--- src/rtl/img_row_packer.sv ---
// -----------------------------------------------------------------------------
// img_row_packer
//
// Packs a valid/ready stream of grayscale pixels into row words for the
// coprocessor image buffer. PIX_PER_WORD consecutive pixels form one word,
// with pixel 0 in the least significant byte. Completed words are written at
// sequential addresses 0..FRAME_WORDS-1, one frame per start pulse. The packer
// accepts one pixel per cycle with no bubbles. It raises frame_done with the
// final write of a frame.
//
// Ports
//   clk         system clock, all logic on posedge
//   rst         asynchronous active-high reset
//   start       single-cycle pulse, arms a new frame (ignored while busy)
//   pix_in      pixel data
//   pix_vld     pix_in valid
//   pix_rdy     packer can accept (handshake = pix_vld & pix_rdy)
//   we          buffer write enable (registered)
//   waddr       buffer write address (registered, held while we=0)
//   wdata       buffer write data (registered, held while we=0)
//   busy        high from start accept until frame done
//   frame_done  single-cycle pulse coinciding with the last write of a frame
// -----------------------------------------------------------------------------
module img_row_packer #(
    parameter int PIX_W        = 8,
    parameter int PIX_PER_WORD = 80,
    parameter int FRAME_WORDS  = 512
) (
    input  logic                                clk,
    input  logic                                rst,
    input  logic                                start,
    input  logic [PIX_W-1:0]                    pix_in,
    input  logic                                pix_vld,
    output logic                                pix_rdy,
    output logic                                we,
    output logic [$clog2(FRAME_WORDS)-1:0]      waddr,
    output logic [PIX_W*PIX_PER_WORD-1:0]       wdata,
    output logic                                busy,
    output logic                                frame_done
);

    localparam int WORD_W = PIX_W * PIX_PER_WORD;
    localparam int PCNT_W = $clog2(PIX_PER_WORD);
    localparam int ADDR_W = $clog2(FRAME_WORDS);
    // One extra bit so the word counter can represent FRAME_WORDS itself
    // after the final increment without aliasing back to address 0.
    localparam int WCNT_W = ADDR_W + 1;

    localparam logic [PCNT_W-1:0] PCNT_LAST = PCNT_W'(PIX_PER_WORD - 1);
    localparam logic [WCNT_W-1:0] WCNT_LAST = WCNT_W'(FRAME_WORDS - 1);

    typedef enum logic {
        S_IDLE = 1'b0,
        S_FILL = 1'b1
    } state_t;

    state_t              r_state;
    state_t              w_state_nxt;
    logic [PCNT_W-1:0]   r_pcnt;
    logic [WCNT_W-1:0]   r_wcnt;
    logic [WORD_W-1:0]   r_asm;

    logic                w_start_acc;
    logic                w_hs;
    logic                w_word_end;
    logic                w_frame_end;

    // -------------------------------------------------------------------------
    // Next-state and handshake decode
    // -------------------------------------------------------------------------
    always_comb begin
        // NOTE: every signal gets a default before the case so no path leaves
        // one unassigned, which would otherwise infer a latch.
        w_state_nxt = r_state;
        pix_rdy     = 1'b0;
        busy        = 1'b0;
        w_start_acc = 1'b0;
        w_hs        = 1'b0;
        w_word_end  = 1'b0;
        w_frame_end = 1'b0;

        case (r_state)
            S_IDLE: begin
                if (start) begin
                    w_start_acc = 1'b1;
                    w_state_nxt = S_FILL;
                end
            end
            S_FILL: begin
                pix_rdy     = 1'b1;
                busy        = 1'b1;
                w_hs        = pix_vld;
                w_word_end  = w_hs && (r_pcnt == PCNT_LAST);
                w_frame_end = w_word_end && (r_wcnt == WCNT_LAST);
                if (w_frame_end) begin
                    w_state_nxt = S_IDLE;
                end
            end
            default: begin
                w_state_nxt = S_IDLE;
            end
        endcase
    end

    // -------------------------------------------------------------------------
    // State register
    // -------------------------------------------------------------------------
    always_ff @(posedge clk or posedge rst) begin
        if (rst) begin
            // NOTE: non-blocking assignments in clocked blocks, so every
            // register samples pre-edge values regardless of statement order.
            r_state <= S_IDLE;
        end else begin
            r_state <= w_state_nxt;
        end
    end

    // -------------------------------------------------------------------------
    // Counters and registered write port
    // -------------------------------------------------------------------------
    always_ff @(posedge clk or posedge rst) begin
        if (rst) begin
            r_pcnt     <= '0;
            r_wcnt     <= '0;
            we         <= 1'b0;
            waddr      <= '0;
            wdata      <= '0;
            frame_done <= 1'b0;
        end else begin
            we         <= 1'b0;
            frame_done <= 1'b0;
            if (w_start_acc) begin
                r_pcnt <= '0;
                r_wcnt <= '0;
            end else if (w_hs) begin
                if (w_word_end) begin
                    // The last pixel bypasses the assembly register so the
                    // word is written on the same edge that accepts it.
                    wdata      <= {pix_in, r_asm[WORD_W-PIX_W-1:0]};
                    waddr      <= r_wcnt[ADDR_W-1:0];
                    we         <= 1'b1;
                    frame_done <= w_frame_end;
                    r_pcnt     <= '0;
                    r_wcnt     <= r_wcnt + WCNT_W'(1);
                end else begin
                    r_pcnt     <= r_pcnt + PCNT_W'(1);
                end
            end
        end
    end

    // -------------------------------------------------------------------------
    // Assembly register
    // -------------------------------------------------------------------------
    // NOTE: pure datapath storage is left without reset. Every byte is
    // rewritten before the word is emitted, so its power-up contents never
    // reach wdata.
    always_ff @(posedge clk) begin
        if (w_hs) begin
            r_asm[PIX_W*r_pcnt +: PIX_W] <= pix_in;
        end
    end

endmodule

--- config.mk ---
export PLATFORM = sky130hd
export DESIGN_NAME = img_row_packer
export DESIGN_NICKNAME = d
export VERILOG_FILES = /design/src/rtl/img_row_packer.sv
export SDC_FILE = /design/constraint.sdc
export NUM_CORES = 2
export LEC_CHECK = 0
export CORE_MARGIN = 3
export CORE_UTILIZATION = 59
export CTS_CLUSTER_SIZE = 28
export DETAILED_ROUTE_END_ITERATION = 8
export PLACE_DENSITY_LB_ADDON = 0.15
export SYNTH_ARGS = -nofsm -noshare
export SYNTH_HDL_FRONTEND = slang
export SYNTH_SLANG_ARGS = --single-unit
--- constraint.sdc ---
create_clock -name clk -period 58.9 [get_ports clk]
set_input_delay 11.78 -clock clk [delete_from_list [all_inputs] [get_ports clk]]
set_output_delay 11.78 -clock clk [all_outputs]
set_load 0.01 [all_outputs]
==> metrics.md <==
| Metric | Value |
|---|---|
| Status | complete, no violations |
| Antenna violations before repair | 1 |
| Delay-heaviest family, CP | buffers and inverters |
| RSZ-0062 raised after global routing | no |
| EDFF count, synth | 632 |
| First-pass GRT wire length | 217300 µm |
| Fill count | 5613 |
| CTS resizes | 0 |
| Gr busiest metal | met2 |
| Share of layout cells above drive strength 1 | 0.05915 |
| Post-layout util | 0.7375 |
| CTS root buffer | clkbuf_16 |
| Yosys cell types | 56 |
| Startpoint types | input port |
| Cell count after placement | 5949 |
| Register area share after synthesis | 0.7257 |
| Residual DRC count | 0 |
| Area occupied by multi-input gates | 0.01212 mm² |
| Setup tns final | 0 ns |
| Synth Area in XOR/XNOR | 0.0005338 |
| Routed Antenna Nets | 0 |
| Pwr/cell area | 34.63 mW/mm² |
| Synth Area in Compound Gates | 0.006634 |
| Relative slew slack | 0.1235 |
| H-tree depth | 4 |
| Crit. Startpoint | rst |
| Cell mode on critical path | buf_4 |
| Reg area | 0.03572 mm² |
| Met1 track demand over resource | 0.4473 |
| Syn Inst Count | 4506 |
| Final-report hold violation count | 0 |
| Largest area contributor in the netlist | edfxtp_1 |
| Worst Max-Slew Pin Slew | 1.315 ns |
| P&R area growth vs syn | 23.43% |
| Hold path start | r_asm[229] |
| Slowest stage delay, CP | 0.80 ns |
| FFs w/ async S/R, synth | 0.5142 |
| Simple-Gate Fraction of Synth Area | 0.2322 |
| Critical Path Slowest Stage Cell | buf_4 |
| Iter 0 DRT Violations | 3921 |
| Clk sink count | 1301 |
| Synth top area share | 0.3856 |
| Synth area leaders | edfxtp_1 (39%), dfrtp_1 (34%), nand2_1 (15%) |
| Met3 Use GR | 0.06526 |
| Placer Congestion | 0.8603 |
| Met2 Track Usage GR | 0.5391 |
| Worst Slack Setup Final | 44.19 ns |
| Crit path buffers/inverters | 5 |
| Wire per inst | 23.71 µm |
| Critical path type | in -> async |
| Num CTS Buffers | 133 |
| Proportion of synthesized area in mux cells | 0.002084 |
| Final WL | 146900 µm |
| Clock buffer depth | 3 |
| Die ar. | 0.08693 mm² |
| DPL Wire Length | 90020 µm |
| Crit share post-route | 0.2498 |
| Crit path DAT | 15.41 ns |
| Adder-cell area share of the yosys netlist | 0.001017 |
| Worst hold-check slack | 0.4181 ns |
| First-pass DRT Iterations | 6 |
| Leakage | 0.02561 µW |
| Setup crit end kind | async pin |
| Crit path max fanout | 151 |
| Final slew viol count | 0 |
| Die Height | 294.8 µm |
| Largest net degree at the start of global routing | 242 |
| Std-Cell Rows | 105 |
| Largest family of logic cells by synthesized area | simple AND/OR/NAND/NOR gates |
| Post-layout min period | 14.71 ns |
| Die width | 294.8 µm |
| Final Net Count | 5030 |
| Maximum VDD drop | 25.22 µV |
| Clock transition at the registers of the reported paths | 0.06 ns |
| Number of top-level pins | 665 |
| Final non-filler cell total | 6194 |
| Vias per cell | 5.803 |
| Achievable frequency | 67.97 MHz |
| Max Cap Viol | 0 |
| Mapped Area | 0.04922 mm² |
| Most common cell after layout, fill and taps aside | nand2_1 |
| Synth Net Count | 4522 |
| Prevailing post-synth register cell | dfrtp_1 |
| Clock Latency Late Sink | 0.72 ns |
| Final setup fails | 0 |
| Starting Density | 0.5976 |
| Type of the worst min-delay path | reg -> reg |
| Dpl ws | 43.45 ns |
| CTS Hold Bufs | 0 |
| CTS tree | yes |
| Setup bufs post-CTS | 0 |
| WP data required | 59.60 ns |
| Syn_area_per_cell | 10.92 µm² |
| Gr ovfl total | 0 |
| Worst Skew | 0.02514 ns |
| Vias in the first global route | 34950 |
| Warnings, synthesis | 0 |
| Most frequent cells in the layout | nand2_1 (1971), dfrtp_1 (669), clkdlybuf4s50_1 (664) |
| Routed vias | 35950 |
| GRT Total Usage | 0.3384 |
| Crit-path cells | clkdlybuf4s50_1 -> inv_8 -> buf_4 -> buf_4 -> buf_12 |
| Total core area | 0.08237 mm² |
| R2R Path Start | r_pcnt[0] |
| Buffers on Ports | 664 |
| Register bit total from synthesis | 1301 |
-- tightest hold or removal path: stages, from the launching register on --
cell,delay [ns]
edfxtp_1,0.32
nand2_1,0.04
nand2_1,0.05
-- report_power, final --
group / internal (µW) / total [µW] / switching [µW] / leakage [µW]
Combinational: 41.5 / 277 / 235 / 0.00875
Sequential: 967 / 980 / 13.0 / 0.0147
Clock: 494 / 847 / 352 / 0.00216
Total: 1500 / 2100 / 601 / 0.0256
-- path summary, 6_finish.rpt --
check / cells past startpoint / slack, ns / to
min in group asynchronous: 2 / 11.60 / wdata[110]
worst max register to register: 7 / 53.46 / r_asm[544]
worst max-delay path: 5 / 44.19 / wdata[459]
worst min register to register: 2 / 0.42 / wdata[229]
worst min-delay path: 2 / 0.42 / wdata[229]
max in group clk: 7 / 44.36 / wdata[150]
-- registers in the layout (all words and copies together), names as in the netlist --
name / count
r_wcnt: 10
we: 1
frame_done: 1
wdata: 640
r_pcnt: 7
r_state: 1
waddr: 9
r_asm: 632
-- metal layers --
metal	routed length, µm	vias to the layer above
li1	-	15840
met1	55360	17860
met2	70620	1877
met3	12810	371
met4	8084	2
met5	10	-
-- cell usage after synthesis, drive strengths merged (4+ instances only) --
cell	instances
a21oi	9
and2	12
buf	157
clkbuf	193
dfrtp	669
edfxtp	632
ha	4
inv	9
mux2i	8
nand2	1987
nand2b	14
nand3	15
nand3b	5
nand4b	4
nor2	119
nor3	601
nor4	4
o21ai	13
-- through the flow --
step	total power, µW	cell area (µm²)
floorplan	1153	49220
global placement	1263	56360
detailed placement	1268	56370
CTS	2104	60750
global route	2162	60750
finish	2104	60750
-- kinds of logic (layout without fill, tap and decap cells) --
| logic type | after synthesis | count (layout) |
|---|---|---|
| flip-flops | 1301 | 1301 |
| buffers and inverters | 359 | 976 |
| other | 0 | 1 |
| adder cells (fa/ha/maj) | 4 | 4 |
| AND/OR/NAND/NOR | 2783 | 2783 |
| XOR/XNOR | 3 | 3 |
| multiplexers | 10 | 10 |
| AO/OA/AOI/OAI | 46 | 46 |
-- layout make-up --
cell class	instances	area share
sequential	1301	0.5879
multi-input combinational	2846	0.1995
timing repair buffer	723	0.1175
clock buffer	182	0.06131
tap	1070	0.02204
clock inverter	62	0.01087
inverter	9	0.0008032
antenna	1	0.00004119
Power figures use the tool's default switching activity.
==> patch: new RTL, same flow settings <==
The parameter `FRAME_WORDS` goes from 512 to 1024.
--- a/src/rtl/img_row_packer.sv
+++ b/src/rtl/img_row_packer.sv
@@ -24,7 +24,7 @@
 module img_row_packer #(
     parameter int PIX_W        = 8,
     parameter int PIX_PER_WORD = 80,
-    parameter int FRAME_WORDS  = 512
+    parameter int FRAME_WORDS  = 1024
 ) (
     input  logic                                clk,
     input  logic                                rst,
Ports: changed (resized waddr); port bits go from 665 to 666. No check against the original RTL was run, so the function may have changed too.
==> patch against the original RTL <==
- setup slack got worse by 1500 ps
- first-iteration DRC count increased by 21%
- area after synthesis decreased by 1.9%
- register-to-register slack got worse by 260 ps
- sequential cell count increased by 2
- maximum frequency decreased by 9.5%
- non-clock buffer count increased by 22
- final area about the same
- routed wire length increased by 13%
Power is not compared: it rests on default switching activity, and its combinational part moved more than twofold at a synthesized area within 25%.
==> patch: results (changes against the original RTL) <==
- Status: complete, no violations (unchanged)
- Final setup margin: 42650 ps (was 44190 ps)
- Dpl ws: 42020 ps (was 43450 ps)
- Cell variety after synth: 54 (was 56)
- Non-Filler Instances: 6272 (was 6194)
- Clk_skew: 38.02 ps (was 25.14 ps)
- CP max FO: 107 (was 151)
- WL met1: 56.98 mm (was 55.36 mm)
- Initial DRC Count: 4763 (was 3921)
- Layout cells sized above 1: 6.068% (was 5.915%)
- Layout fillers: 5267 (was 5613)
- CP startpoint: pix_vld (was rst)
- CP Class: in -> reg (was in -> async)
- Layout Area Growth over Synthesis: 25.73% (was 23.43%)
- Top cells by count, synth: nand2_1, dfrtp_1, nor2_1 (was nand2_1, dfrtp_1, edfxtp_1)
- Worst slew pin tran: 1385 ps (was 1315 ps)
- Hold WS: 420.9 ps (was 418.1 ps)
- R2R setup slack: 53200 ps (was 53460 ps)
- Top flop regs: wdata: 640 flops, r_asm: 632 flops, r_wcnt: 11 flops (was wdata: 640 flops, r_asm: 632 flops, r_wcnt: 10 flops)
- Placed cell areas: 56080 µm² (was 56370 µm²)
- Asr flop ratio synth: 51.50% (was 51.42%)
- Min-delay src: r_asm[11] (was r_asm[229])
- Max stage delay on crit path: 1030 ps (was 800 ps)
- Top post-synthesis cells by area: edfxtp_1, dfrtp_1, nand2_1 (unchanged)
- Hold endpoint: wdata[11] (was wdata[229])
- Initial antenna violation count: 5 (was 1)
- Total GRT Usage: 39.14% (was 33.84%)
- Post-synthesis sequential area ratio: 74.05% (was 72.57%)
- Via count of the first global-routing pass: 34960 (was 34950)
- Gpl congestion: 0.9387 (was 0.8603)
- Met3 WL post-DR: 19.46 mm (was 12.81 mm)
- Largest net degree at the start of global routing: 215 (was 242)
- Post-Syn Nets: 4478 (was 4522)
- Crit path DAT: 16910 ps (was 15410 ps)
## patch: changes by cell type after synthesis, sizes merged, moves of 5 or more
cell    change
nor3      -538
clkbuf      -6
nor2      +544
o22ai       +6
nand4       +7
nand2      +22
nand3b      -5
o21ai       +6
nand3      +24
buf        -98
mux2i       -5
nand2b      -7
## patch: area by class of cell
type / count / share of cell area (%)
Inverter: 13 / 0.1051
Clock inverter: 53 / 1.203
Sequential cell: 1303 / 58.90
Timing Repair Buffer: 745 / 12.01
Antenna cell: 4 / 0.01648
Clock buffer: 194 / 6.428
Multi-Input combinational cell: 2900 / 19.15
Tap cell: 1060 / 2.184
## patch: cells by family (layout without fill, tap and decap cells)
logic type | after synthesis | in the layout
and+or+nand+nor | 2832 | 2832
DFF | 1303 | 1303
buffers and inverters | 259 | 1005
AOI/OAI and AO/OA | 56 | 56
xor gates and xnor gates | 5 | 5
adders and majority gates | 4 | 4
muxes | 3 | 3
other | 0 | 4
